### src/rtl/sound_scheduler.sv
// Sound-effect arbiter: grants one source at a time to the DAC sample counter,
// paces its advance strobes, and follows each sound with a silent gap.
module sound_scheduler #(
    parameter int PW          = 16,
    parameter int SW          = 8,
    parameter int PER_CRASH   = 400,
    parameter int PER_WIN     = 100,
    parameter int PER_EAT     = 200,
    parameter int STEPS_CRASH = 64,
    parameter int STEPS_WIN   = 32,
    parameter int STEPS_EAT   = 16,
    parameter int GAP_CYC     = 50
) (
    input  logic       clk,
    input  logic       rst,
    input  logic [2:0] req,
    output logic       at_max,
    output logic       dac_en,
    output logic [2:0] grant,
    output logic       busy,
    output logic       done
);

    localparam int GW = $clog2(GAP_CYC + 1);

    typedef enum logic [1:0] {IDLE, PLAY, GAP} state_t;

    state_t         state, state_nx;
    logic [2:0]     pending, pending_nx, grant_nx, pend_req;
    logic [PW-1:0]  per_cnt, per_cnt_nx, per_max;
    logic [SW-1:0]  step_cnt, step_cnt_nx, step_max;
    logic [GW-1:0]  gap_cnt, gap_cnt_nx;
    logic           strobe, last_step, preempt;

    // Fixed priority: crash (bit0) > win (bit1) > eat (bit2).
    function automatic logic [2:0] pick_hi(input logic [2:0] v);
        if (v[0])      return 3'b001;
        else if (v[1]) return 3'b010;
        else if (v[2]) return 3'b100;
        else           return 3'b000;
    endfunction

    always_comb begin
        case (grant)
            3'b001:  begin per_max = PW'(PER_CRASH - 1); step_max = SW'(STEPS_CRASH - 1); end
            3'b010:  begin per_max = PW'(PER_WIN - 1);   step_max = SW'(STEPS_WIN - 1);   end
            default: begin per_max = PW'(PER_EAT - 1);   step_max = SW'(STEPS_EAT - 1);   end
        endcase
    end

    always_comb begin
        pend_req  = pending | req;
        preempt   = (state == PLAY) && !grant[0] && pend_req[0];
        strobe    = (state == PLAY) && (per_cnt == per_max);
        last_step = (step_cnt == step_max);
        at_max    = strobe;
        // An aborted sound never reports completion, even on its final strobe.
        done      = strobe && last_step && !preempt;
        dac_en    = (state == PLAY);
        busy      = (state != IDLE);

        state_nx    = state;
        pending_nx  = pend_req;
        grant_nx    = grant;
        per_cnt_nx  = per_cnt;
        step_cnt_nx = step_cnt;
        gap_cnt_nx  = gap_cnt;

        case (state)
            IDLE: begin
                if (|pend_req) begin
                    grant_nx    = pick_hi(pend_req);
                    pending_nx  = pend_req & ~grant_nx;
                    per_cnt_nx  = '0;
                    step_cnt_nx = '0;
                    state_nx    = PLAY;
                end
            end
            PLAY: begin
                if (preempt) begin
                    grant_nx    = 3'b001;
                    pending_nx  = pend_req & ~(grant | 3'b001);
                    per_cnt_nx  = '0;
                    step_cnt_nx = '0;
                end else if (done) begin
                    state_nx    = GAP;
                    grant_nx    = 3'b000;
                    per_cnt_nx  = '0;
                    step_cnt_nx = '0;
                    gap_cnt_nx  = '0;
                end else if (strobe) begin
                    per_cnt_nx  = '0;
                    step_cnt_nx = step_cnt + SW'(1);
                end else begin
                    per_cnt_nx  = per_cnt + PW'(1);
                end
            end
            GAP: begin
                if (gap_cnt == GW'(GAP_CYC - 1)) begin
                    state_nx   = IDLE;
                    gap_cnt_nx = '0;
                end else begin
                    gap_cnt_nx = gap_cnt + GW'(1);
                end
            end
            default: state_nx = IDLE;
        endcase
    end

    always_ff @(posedge clk) begin
        if (rst) begin
            state    <= IDLE;
            pending  <= '0;
            grant    <= '0;
            per_cnt  <= '0;
            step_cnt <= '0;
            gap_cnt  <= '0;
        end else begin
            state    <= state_nx;
            pending  <= pending_nx;
            grant    <= grant_nx;
            per_cnt  <= per_cnt_nx;
            step_cnt <= step_cnt_nx;
            gap_cnt  <= gap_cnt_nx;
        end
    end

endmodule

### config.mk
export PLATFORM = sky130hd
export DESIGN_NAME = sound_scheduler
export DESIGN_NICKNAME = d
export VERILOG_FILES = /design/src/rtl/sound_scheduler.sv
export SDC_FILE = /design/constraint.sdc
export NUM_CORES = 1
export LEC_CHECK = 0
export CAP_MARGIN = 10
export CORE_MARGIN = 2
export CORE_UTILIZATION = 31
export CTS_CLUSTER_SIZE = 14
export DETAILED_ROUTE_END_ITERATION = 8
export SETUP_SLACK_MARGIN = 0.15
export SLEW_MARGIN = 20
export SYNTH_ARGS = -nofsm -noshare
export SYNTH_HDL_FRONTEND = slang
export SYNTH_SLANG_ARGS = --single-unit
### constraint.sdc
create_clock -name clk -period 5.5 [get_ports clk]
set_input_delay 1.1 -clock clk [delete_from_list [all_inputs] [get_ports clk]]
set_output_delay 1.1 -clock clk [all_outputs]
set_load 0.05 [all_outputs]
==> flow_summary.json, run 1 <==
{
  "grt.met3_usage_pct": 3.88,
  "detail_route.wirelength_mm": 3.98,
  "worst_setup_path_startpoint": "grant[0]$_SDFFE_PP0P_",
  "met2_usage_pct": 18.6,
  "worst_hold_path.num_cells": 2,
  "vias_in_the_first_global_route": 1513,
  "min_period_over_period_pct": 74.4,
  "grt_util_all_layers_pct": 12.1,
  "worst-slew-pin-transition_ns": 1.00,
  "tritoncts_num_sinks": 38,
  "crit_chain": "nor3b_1 -> mux2i_1 -> nor4_2 -> nand2_1 -> nor2_1 -> clkdlybuf4s50_1",
  "synth-warning-count": 0,
  "timing.setup.critical_path_class": "reg -> out",
  "detailed_placement_hpwl_mm": 2.81,
  "grt_setup_unrepaired": "no",
  "power.ir.vdd_worst_uv": 104,
  "synth_top_family_by_area": "simple AND/OR/NAND/NOR gates",
  "critPathLaunchType": "flop",
  "kind_of_end_point_of_the_critical_path": "output port",
  "fp.dieArea_um2": 6880,
  "slew-limit-headroom_pct": 33.3,
  "synth_xor_xnor_area_share_pct": 10.4,
  "cts_tree": "done",
  "least_setup_slack_across_all_paths_after_layout_ns": 1.41,
  "h_tree_levels": 2,
  "clockBufferDepth": 2,
  "mapped_area_um2": 1930,
  "number_of_buffers_inserted_during_clock_tree_synthesis": 5,
  "grt_max_degree": 17,
  "core_area_um2": 5990,
  "die_h_um": 83.0,
  "leakage_uw": 0.000749,
  "worstReg2RegStart": "grant[0]$_SDFFE_PP0P_",
  "yosysTopAreaCellShare_pct": 39.4,
  "critical-path-slowest-cell": "clkdlybuf4s50_1",
  "cellPowerDensity_nw_per_um2": 232,
  "timing.fmax_ghz": 0.245,
  "finalSetupViolCount": 0,
  "finClkSkew_ns": 0.00325,
  "netlist_top_cells_area": "dfxtp_1 39%, nor2_1 6.2%, xor2_1 5.9%",
  "synth_seq_area_share_pct": 39.4,
  "drc": 0,
  "die_width_um": 83.0,
  "post_detailed_route_count_of_antenna_violating_nets": 0,
  "synthesis.nets": 238,
  "global_route.usage.met1_pct": 16.0,
  "cp_max_fo": 12,
  "io_buffer_count": 11,
  "setup.worst_path.end": "done",
  "cts_post_setup_buffers_inserted": 0,
  "status": "finished clean",
  "synth_adder_area_share_pct": 2.59,
  "maxSlewViolCount": 0,
  "grt_antenna_before_repair": 0,
  "main_synth_ff_type": "dfxtp_1",
  "post_synth_num_cell_types": 43,
  "pre_cts_slack_ns": 1.50,
  "cp_data_arrival_time_ns": 2.99,
  "finish.net_count": 251,
  "drive_above_1_share_pct": 4.96,
  "busiest_layer": "met2",
  "dr.pass1.iters": 4,
  "timing.hold.worst.class": "reg -> reg",
  "ioPinCount": 12,
  "final-hold-violation-count": 0,
  "post_cts_resize_count": 0,
  "grt_overflow": 0,
  "timing.critical_path.buf_inv": 1,
  "worst_r2r_path_depth": 6,
  "timing.critical_path.slowest_cell_delay_ns": 0.82,
  "setup_tns_ns": 0,
  "initial_utilization_pct": 32.3,
  "synth_compound_gate_area_share_pct": 15.7,
  "synth_seq_cells": 38,
  "num_rows": 28,
  "number_of_diodes": 0,
  "synth_largest_area_cell": "dfxtp_1",
  "cts_hold_buffers": 0,
  "synth_enable_flop_cells": 0,
  "routability_cong": 0.825,
  "per_cell_routed_wire_length_um": 12.6,
  "drv.max_cap_violation_count": 0,
  "grt_pass1_wl_mm": 6.91,
  "first_iter_violations": 68,
  "share_of_synthesized_area_spent_on_multiplexers_pct": 1.62,
  "critical_path_depth": 6,
  "crit_family": "simple AND/OR/NAND/NOR gates",
  "crit_required_ns": 4.40,
  "simple_gate_share_of_the_synthesized_area_pct": 28.1,
  "cts-root-buf": "clkbuf_8",
  "timing.reg2reg.setup_slack_ns": 2.86,
  "area_delta_synth_final_pct": 13.4,
  "worst_setup_hold_path_clk_slew_ns": 0.07,
  "clock_insertion_delay_worst_skew_ns": 0.28,
  "synthArstFlopShare_pct": 0,
  "min_period_ns": 4.09,
  "drt-vias-per-instance": 5.10,
  "via_total_after_detailed_routing": 1616,
  "mean_post_synth_cell_area_um2": 8.44,
  "regToRegEndpoint": "per_cnt[4]$_SDFFE_PP0P_",
  "post_synth_inst_count": 229
}
## worst min-delay path: stages, from the launching register on
cell,delay [ns]
dfxtp_1,0.33
nand2_1,0.06
a21oi_1,0.05
## state kept, by name (all words and copies together) (netlist names)
register / count
step_cnt: 8
grant: 3
gap_cnt: 6
state: 2
per_cnt: 16
pending: 3
## cell usage after synthesis, drive strengths merged, types with 5 or more instances
cell    n
nor2   32
a21oi  18
dfxtp  38
nor4    6
nand4   5
o21ai  14
xnor2  10
nor3b   5
or3     5
nand3   8
nand2  19
xor2   13
## power by group
group	internal (uW)	leakage, uW	total [uW]	switching (uW)
Clock	87.3	0.0000383	178	90.6
Combinational	16.2	0.000403	44.1	27.8
Sequential	280	0.000308	286	6.28
## logic make-up (layout without fill, tap and decap cells)
group,Yosys count,count (layout)
AOI/OAI and AO/OA,49,49
xor gates and xnor gates,23,23
adders and majority gates,4,4
buffers and inverters,10,23
DFF,38,38
muxes,3,3
and+or+nand+nor,102,102
## worst min path at each step
| stage | endpoint | from |
|---|---|---|
| 2_1_floorplan | step_cnt[1]$_SDFFE_PP0P_ | step_cnt[1]$_SDFFE_PP0P_ |
| 3_3_place_gp | step_cnt[7]$_SDFFE_PP0P_ | step_cnt[7]$_SDFFE_PP0P_ |
| 3_5_place_dp | step_cnt[1]$_SDFFE_PP0P_ | step_cnt[1]$_SDFFE_PP0P_ |
| 4_1_cts | step_cnt[1]$_SDFFE_PP0P_ | step_cnt[1]$_SDFFE_PP0P_ |
| 5_1_grt | step_cnt[7]$_SDFFE_PP0P_ | step_cnt[7]$_SDFFE_PP0P_ |
| 6_report | per_cnt[1]$_SDFFE_PP0P_ | per_cnt[1]$_SDFFE_PP0P_ |
## placed cells by master (no fill, tap or decap), types with 2 or more instances in the layout
cell | netlist | routed
a21o_1 | 2 | 2
a21oi_1 | 18 | 18
a22o_1 | 3 | 3
and2_1 | 2 | 2
and3_1 | 3 | 3
and3b_1 | 3 | 3
and4_1 | 2 | 2
clkbuf_1 | 3 | 2
clkbuf_8 | 0 | 5
clkdlybuf4s50_1 | 0 | 11
dfxtp_1 | 38 | 38
ha_1 | 4 | 4
inv_1 | 4 | 4
mux2i_1 | 2 | 2
nand2_1 | 19 | 19
nand2b_1 | 3 | 3
nand3_1 | 8 | 8
nand4_1 | 5 | 5
nor2_1 | 32 | 32
nor2b_1 | 2 | 2
nor3_1 | 4 | 4
nor3b_1 | 4 | 4
nor4_1 | 4 | 4
o211ai_1 | 4 | 4
o21ai_0 | 12 | 12
o21ai_1 | 2 | 2
or3_1 | 5 | 5
or4_1 | 2 | 2
xnor2_1 | 10 | 10
xor2_1 | 13 | 13
## per-layer routing
layer	wire length [um]	up-vias	share of wire, %
li1	-	838	-
met3	106	2	2.7
met1	2070	761	52
met2	1770	15	44
met4	33	0	0.83
met5	0	-	0
## layout make-up
type | count | area, um^2
multi-input combinational | 181 | 1130
sequential | 38 | 761
fill | 635 | 3800
tap | 75 | 93.8
inverter | 4 | 15.0
clock buffer | 7 | 76.3
timing repair buffer | 12 | 118
## metrics by stage
| step | total power, uW | cells | util [%] | area (um^2) | hold WS [ns] |
|---|---|---|---|---|---|
| floorplan | 322 | 229 | - | 1930 | 0.449 |
| global placement | 336 | 310 | 35.3 | 2120 | 0.462 |
| detailed placement | 336 | 310 | 35.3 | 2120 | 0.471 |
| CTS | 517 | 317 | 36.6 | 2190 | 0.481 |
| global route | 536 | 317 | 36.6 | 2190 | 0.505 |
| finish | 508 | 317 | 36.6 | 2190 | 0.483 |
No activity file was read; power rests on OpenSTA's default activity.
==> run 2, diff against run 1 <==
==> constraint.sdc (replaced) <==
create_clock -name clk -period 3.99 [get_ports clk]
set_input_delay 0.798 -clock clk [delete_from_list [all_inputs] [get_ports clk]]
set_output_delay 0.798 -clock clk [all_outputs]
set_load 0.05 [all_outputs]
==> run 2 against run 1 <==
  * Hold slack got worse by 0.0038 ns
  * Sequential share of layout area shrank 0.53 points
  * Non-clock buffer count rose by 1
  * Via count fell by 0.25%
  * Combinational power increased by 40%
  * Clock skew increased by 0.0022 ns
  * Sequential power increased by 38%
  * Setup slack worse by 0.80 ns
  * Final area increased by 1.5%
  * Clock power is 53% higher
  * Power grew 43%
  * Sequential cell count did not move
  * Critical path type unchanged
==> flow_summary.json, run 2 (synthesis gave the netlist of run 1 again) <==
{
  "final-hold-violation-count": 0,
  "p_total_uw": 728,
  "cp_max_fo": 12,
  "finish.cell_count_without_fillers": 319,
  "regToRegEndpoint": "per_cnt[1]$_SDFFE_PP0P_",
  "first_iter_violations": 71,
  "finClkSkew_ns": 0.00541,
  "total_placed_cells_including_tap_cells": 311,
  "least_setup_slack_across_all_paths_after_layout_ns": 0.612,
  "tritoncts_num_sinks": 38,
  "number_of_diodes": 0,
  "ioPinCount": 12,
  "vias_in_the_first_global_route": 1516,
  "final_core_util_pct": 37.2,
  "die_h_um": 83.0,
  "grt_max_degree": 17,
  "timing.fmax_ghz": 0.296,
  "clock_insertion_delay_worst_skew_ns": 0.29,
  "grt_pass1_wl_mm": 7.09,
  "timing.reg2reg.setup_slack_ns": 1.30,
  "min_period_over_period_pct": 84.7,
  "grt_overflow": 0,
  "number_of_buffers_inserted_during_clock_tree_synthesis": 5,
  "kind_of_end_point_of_the_critical_path": "output port",
  "min_period_ns": 3.38,
  "routability_cong": 0.812,
  "cts_tree": "done",
  "via_total_after_detailed_routing": 1612,
  "area_delta_synth_final_pct": 15.1,
  "dr.pass1.iters": 4,
  "initial_utilization_pct": 32.3,
  "h_tree_levels": 2,
  "worst_setup_hold_path_clk_slew_ns": 0.07,
  "drc": 0,
  "cts_hold_buffers": 0,
  "post_detailed_route_count_of_antenna_violating_nets": 0,
  "cellPowerDensity_nw_per_um2": 327,
  "setup_tns_ns": 0,
  "most-common-layout-cells": "38 x dfxtp_1, 32 x nor2_1, 19 x nand2_1, 18 x a21oi_1, 13 x xor2_1",
  "slew-limit-headroom_pct": 51.5,
  "grt_util_all_layers_pct": 12.3,
  "setup.worst_path.end": "at_max",
  "cts_post_setup_buffers_inserted": 0,
  "drive_above_1_share_pct": 6.15,
  "die_width_um": 83.0,
  "detail_route.wirelength_mm": 3.96,
  "io_buffer_count": 11,
  "core_area_um2": 5990,
  "worstReg2RegStart": "grant[0]$_SDFFE_PP0P_",
  "worst-slew-pin-transition_ns": 0.723,
  "clock_power_share_pct": 37.5,
  "sequentialPowerShare_pct": 54.1,
  "drv.max_cap_violation_count": 0,
  "worst_r2r_path_depth": 6,
  "regMostFlops": "per_cnt",
  "finish.net_count": 252,
  "per_cell_routed_wire_length_um": 12.4,
  "cts-root-buf": "clkbuf_8",
  "leakage_uw": 0.000790,
  "layout.cells.most_common": "dfxtp_1",
  "p_sw_uw": 181,
  "largestRegisters": "per_cnt x16, step_cnt x8, gap_cnt x6",
  "post_cts_resize_count": 0,
  "worst_setup_path_startpoint": "grant[0]$_SDFFE_PP0P_",
  "fp.dieArea_um2": 6880,
  "grt_antenna_before_repair": 0,
  "detailed_placement_hpwl_mm": 2.83,
  "clockBufferDepth": 2,
  "power.switching_fraction_pct": 24.8,
  "num_rows": 28,
  "finalSetupViolCount": 0,
  "pre_cts_slack_ns": 0.412,
  "crit_required_ns": 3.19,
  "timing.hold.worst.class": "reg -> reg",
  "grt_setup_unrepaired": "no",
  "drt-vias-per-instance": 5.05,
  "worstHoldStart": "per_cnt[1]$_SDFFE_PP0P_",
  "power.ir.vdd_worst_uv": 153,
  "maxSlewViolCount": 0,
  "largest_reg_flops": 16,
  "status": "finished clean",
  "critPathLaunchType": "flop",
  "power_frac_comb_pct": 8.5,
  "timing.setup.critical_path_class": "reg -> out",
  "cp_data_arrival_time_ns": 2.58,
  "internal_power_uw": 547
}
run 2: worst min path at each step:
stage,endpoint,cells after the start
after floorplan,step_cnt[1]$_SDFFE_PP0P_,2
after global placement,step_cnt[1]$_SDFFE_PP0P_,2
after detailed placement,per_cnt[1]$_SDFFE_PP0P_,2
after CTS,per_cnt[1]$_SDFFE_PP0P_,2
after global routing,step_cnt[1]$_SDFFE_PP0P_,2
final,per_cnt[1]$_SDFFE_PP0P_,2
run 2: power by group through the flow:
stage | sequential [uW] | clock, uW | combinational [uW]
6_report | 394 | 273 | 61.8
5_1_grt | 395 | 302 | 68.6
3_5_place_dp | 402 | 0 | 62.0
4_1_cts | 393 | 284 | 62.6
3_3_place_gp | 402 | 0 | 61.4
2_1_floorplan | 404 | 0 | 39.4
run 2: through the flow:
stage | hold WS (ns) | area (um^2)
final | 0.480 | 2230
after CTS | 0.481 | 2220
after detailed placement | 0.471 | 2130
after floorplan | 0.449 | 1940
after global routing | 0.500 | 2230
after global placement | 0.463 | 2130
run 2: metal layers:
metal | track usage [%] | wire length (um) | vias to the layer above
li1 | - | - | 840
met1 | 16.3 | 1970 | 744
met2 | 19.1 | 1800 | 22
met3 | 3.18 | 125 | 6
met4 | 5.07 | 62 | 0
met5 | 0 | 0 | -
run 2: area by class of cell:
type / instances / area (um^2)
clock inverters: 1 / 5.00
well taps: 75 / 93.8
inverters: 4 / 15.0
multi-input cells: 181 / 1140
flip-flops and latches: 38 / 761
repair buffers: 13 / 128
clock buffers: 7 / 86.3
fillers: 631 / 3760
run 2: worst max-delay path, cell delays in order (launching register included):
cell and delay, ns:
dfxtp_1 0.55, nor3b_1 0.30, mux2i_1 0.21, nor4_4 0.35, clkdlybuf4s50_1 0.87
==> run 3, diff against run 2 <==
==> constraint.sdc (replaced) <==
create_clock -name clk -period 3.17 [get_ports clk]
set_input_delay 0.634 -clock clk [delete_from_list [all_inputs] [get_ports clk]]
set_output_delay 0.634 -clock clk [all_outputs]
set_load 0.05 [all_outputs]
==> run 3 against run 2 <==
  * Non-clock buffer count is 3 higher
  * Sequential share of layout area is 1.0 points lower
  * Hold slack worse by 0.00052 ns
  * Highest routed layer unchanged
  * Setup slack worse by 0.31 ns
  * Routed wire length is 2.0% higher
  * Critical path type unchanged
  * Largest power group is now the clock network
  * Sequential cell count stayed put
  * Critical endpoint is now done
==> flow_summary.json, run 3 (synthesis gave the netlist of run 1 again) <==
{
  "status": "finished clean",
  "drive_above_1_share_pct": 10.5,
  "grt_antenna_before_repair": 0,
  "grt_pass1_wl_mm": 7.21,
  "filler_cell_count": 619,
  "first_iter_violations": 85,
  "timing.setup.critical_path_class": "reg -> out",
  "detail_route.wirelength_mm": 4.04,
  "drt-vias-per-instance": 5.16,
  "total_placed_cells_including_tap_cells": 314,
  "cp_max_fo": 8,
  "finalSetupViolCount": 0,
  "drv.max_cap_violation_count": 0,
  "grt_setup_unrepaired": "no",
  "kind_of_end_point_of_the_critical_path": "output port",
  "number_of_buffers_inserted_during_clock_tree_synthesis": 5,
  "p_total_uw": 1090,
  "finClkSkew_ns": 0.00564,
  "routability_cong": 0.770,
  "multiInputGateArea_um2": 1150,
  "number_of_diodes": 0,
  "grt_overflow": 0,
  "num_rows": 28,
  "most-common-layout-cells": "35 x dfxtp_1, 31 x nor2_1, 18 x nand2_1, 18 x a21oi_1, 13 x xor2_1",
  "grt_max_degree": 17,
  "wl_met1_mm": 1.94,
  "regMostFlops": "per_cnt",
  "finish.cell_count_without_fillers": 322,
  "area_delta_synth_final_pct": 19.3,
  "largestRegisters": "per_cnt x16, step_cnt x8, gap_cnt x6",
  "die_h_um": 83.0,
  "cts_post_setup_buffers_inserted": 0,
  "setup_tns_ns": 0,
  "fp.dieArea_um2": 6880,
  "post_detailed_route_count_of_antenna_violating_nets": 0,
  "wl_met2_mm": 1.89,
  "worst_setup_hold_path_clk_slew_ns": 0.08,
  "wl_met3_um": 146,
  "min_period_over_period_pct": 90.6,
  "clockBufferDepth": 2,
  "io_buffer_count": 11,
  "leakage_uw": 0.000816,
  "core_area_um2": 5990,
  "grt_util_all_layers_pct": 12.5,
  "cts_hold_buffers": 0,
  "final-hold-violation-count": 0,
  "worst_setup_path_startpoint": "state[1]$_SDFFE_PP0P_",
  "dr.pass1.iters": 4,
  "cts_tree": "done",
  "per_cell_routed_wire_length_um": 12.5,
  "clock_insertion_delay_worst_skew_ns": 0.29,
  "h_tree_levels": 2,
  "power.ir.vdd_worst_uv": 194,
  "largest_reg_flops": 16,
  "fin_hold_ws_ns": 0.479,
  "ioPinCount": 12,
  "worst-slew-pin-transition_ns": 0.595,
  "via_total_after_detailed_routing": 1663,
  "finish.net_count": 255,
  "critPathLaunchType": "flop",
  "ff_latch_area_um2": 764,
  "timing.fmax_ghz": 0.348,
  "layout.cells.most_common": "dfxtp_1",
  "cellPowerDensity_nw_per_um2": 472,
  "initial_utilization_pct": 32.3,
  "timing.hold.worst.class": "reg -> reg",
  "crit_required_ns": 2.54,
  "highest-signal-layer": "met4",
  "drc": 0,
  "cts-root-buf": "clkbuf_8",
  "slew-limit-headroom_pct": 60.4,
  "post_cts_resize_count": 0,
  "worstReg2RegStart": "grant[0]$_SDFFE_PP0P_",
  "worstHoldStart": "step_cnt[1]$_SDFFE_PP0P_",
  "detailed_placement_hpwl_mm": 2.95,
  "maxSlewViolCount": 0,
  "min_period_ns": 2.87,
  "vias_in_the_first_global_route": 1596,
  "cp_data_arrival_time_ns": 2.24,
  "die_width_um": 83.0,
  "tritoncts_num_sinks": 38
}
==> run 3: final timing paths <==
path / slack (ns) / end / cells past startpoint
max reg2reg: 0.63 / per_cnt[1]$_SDFFE_PP0P_ / 6
min reg2reg: 0.48 / step_cnt[1]$_SDFFE_PP0P_ / 2
min: 0.48 / step_cnt[1]$_SDFFE_PP0P_ / 2
max: 0.30 / done / 6
==> run 3: cell type report <==
type | instances | share of cell area, %
inverter | 4 | 0.651
clock buffer | 6 | 3.58
timing repair buffer | 16 | 6.19
clock inverter | 2 | 2.60
sequential | 38 | 33.2
multi-input combinational | 181 | 49.8
tap | 75 | 4.07
==> run 3: power by group <==
| part | internal (uW) | switching (uW) | leakage, uW | total (uW) |
|---|---|---|---|---|
| Clock | 336 | 175 | 0.0000714 | 511 |
| Sequential | 485 | 10.8 | 0.000309 | 496 |
| Combinational | 31.1 | 49.9 | 0.000436 | 81.0 |
| Total | 852 | 236 | 0.000816 | 1090 |
==> run 3: metal layers <==
layer | vias up | track usage [%]
met2 | 18 | 20.2
met3 | 4 | 3.48
met4 | 0 | 4.77
met5 | - | 0
met1 | 794 | 15.9
li1 | 847 | -
==> run 3: per-stage QoR <==
| step | utilization, % | area (um^2) | worst slack, ns |
|---|---|---|---|
| final | 38.5 | 2310 | 0.298 |
| after global routing | 38.5 | 2310 | 0.167 |
| after CTS | 38.5 | 2300 | 0.192 |
| after detailed placement | 36.1 | 2160 | 0.355 |
| after global placement | 36.1 | 2160 | 0.465 |
| after floorplan | - | 1950 | 0.166 |
==> run 3: critical path, stage by stage (launching register included) <==
cell	delay, ns
dfxtp_1	0.37
nand2b_1	0.24
or4_1	0.48
nor4_4	0.36
nand2_2	0.18
nor2_4	0.11
buf_4	0.20
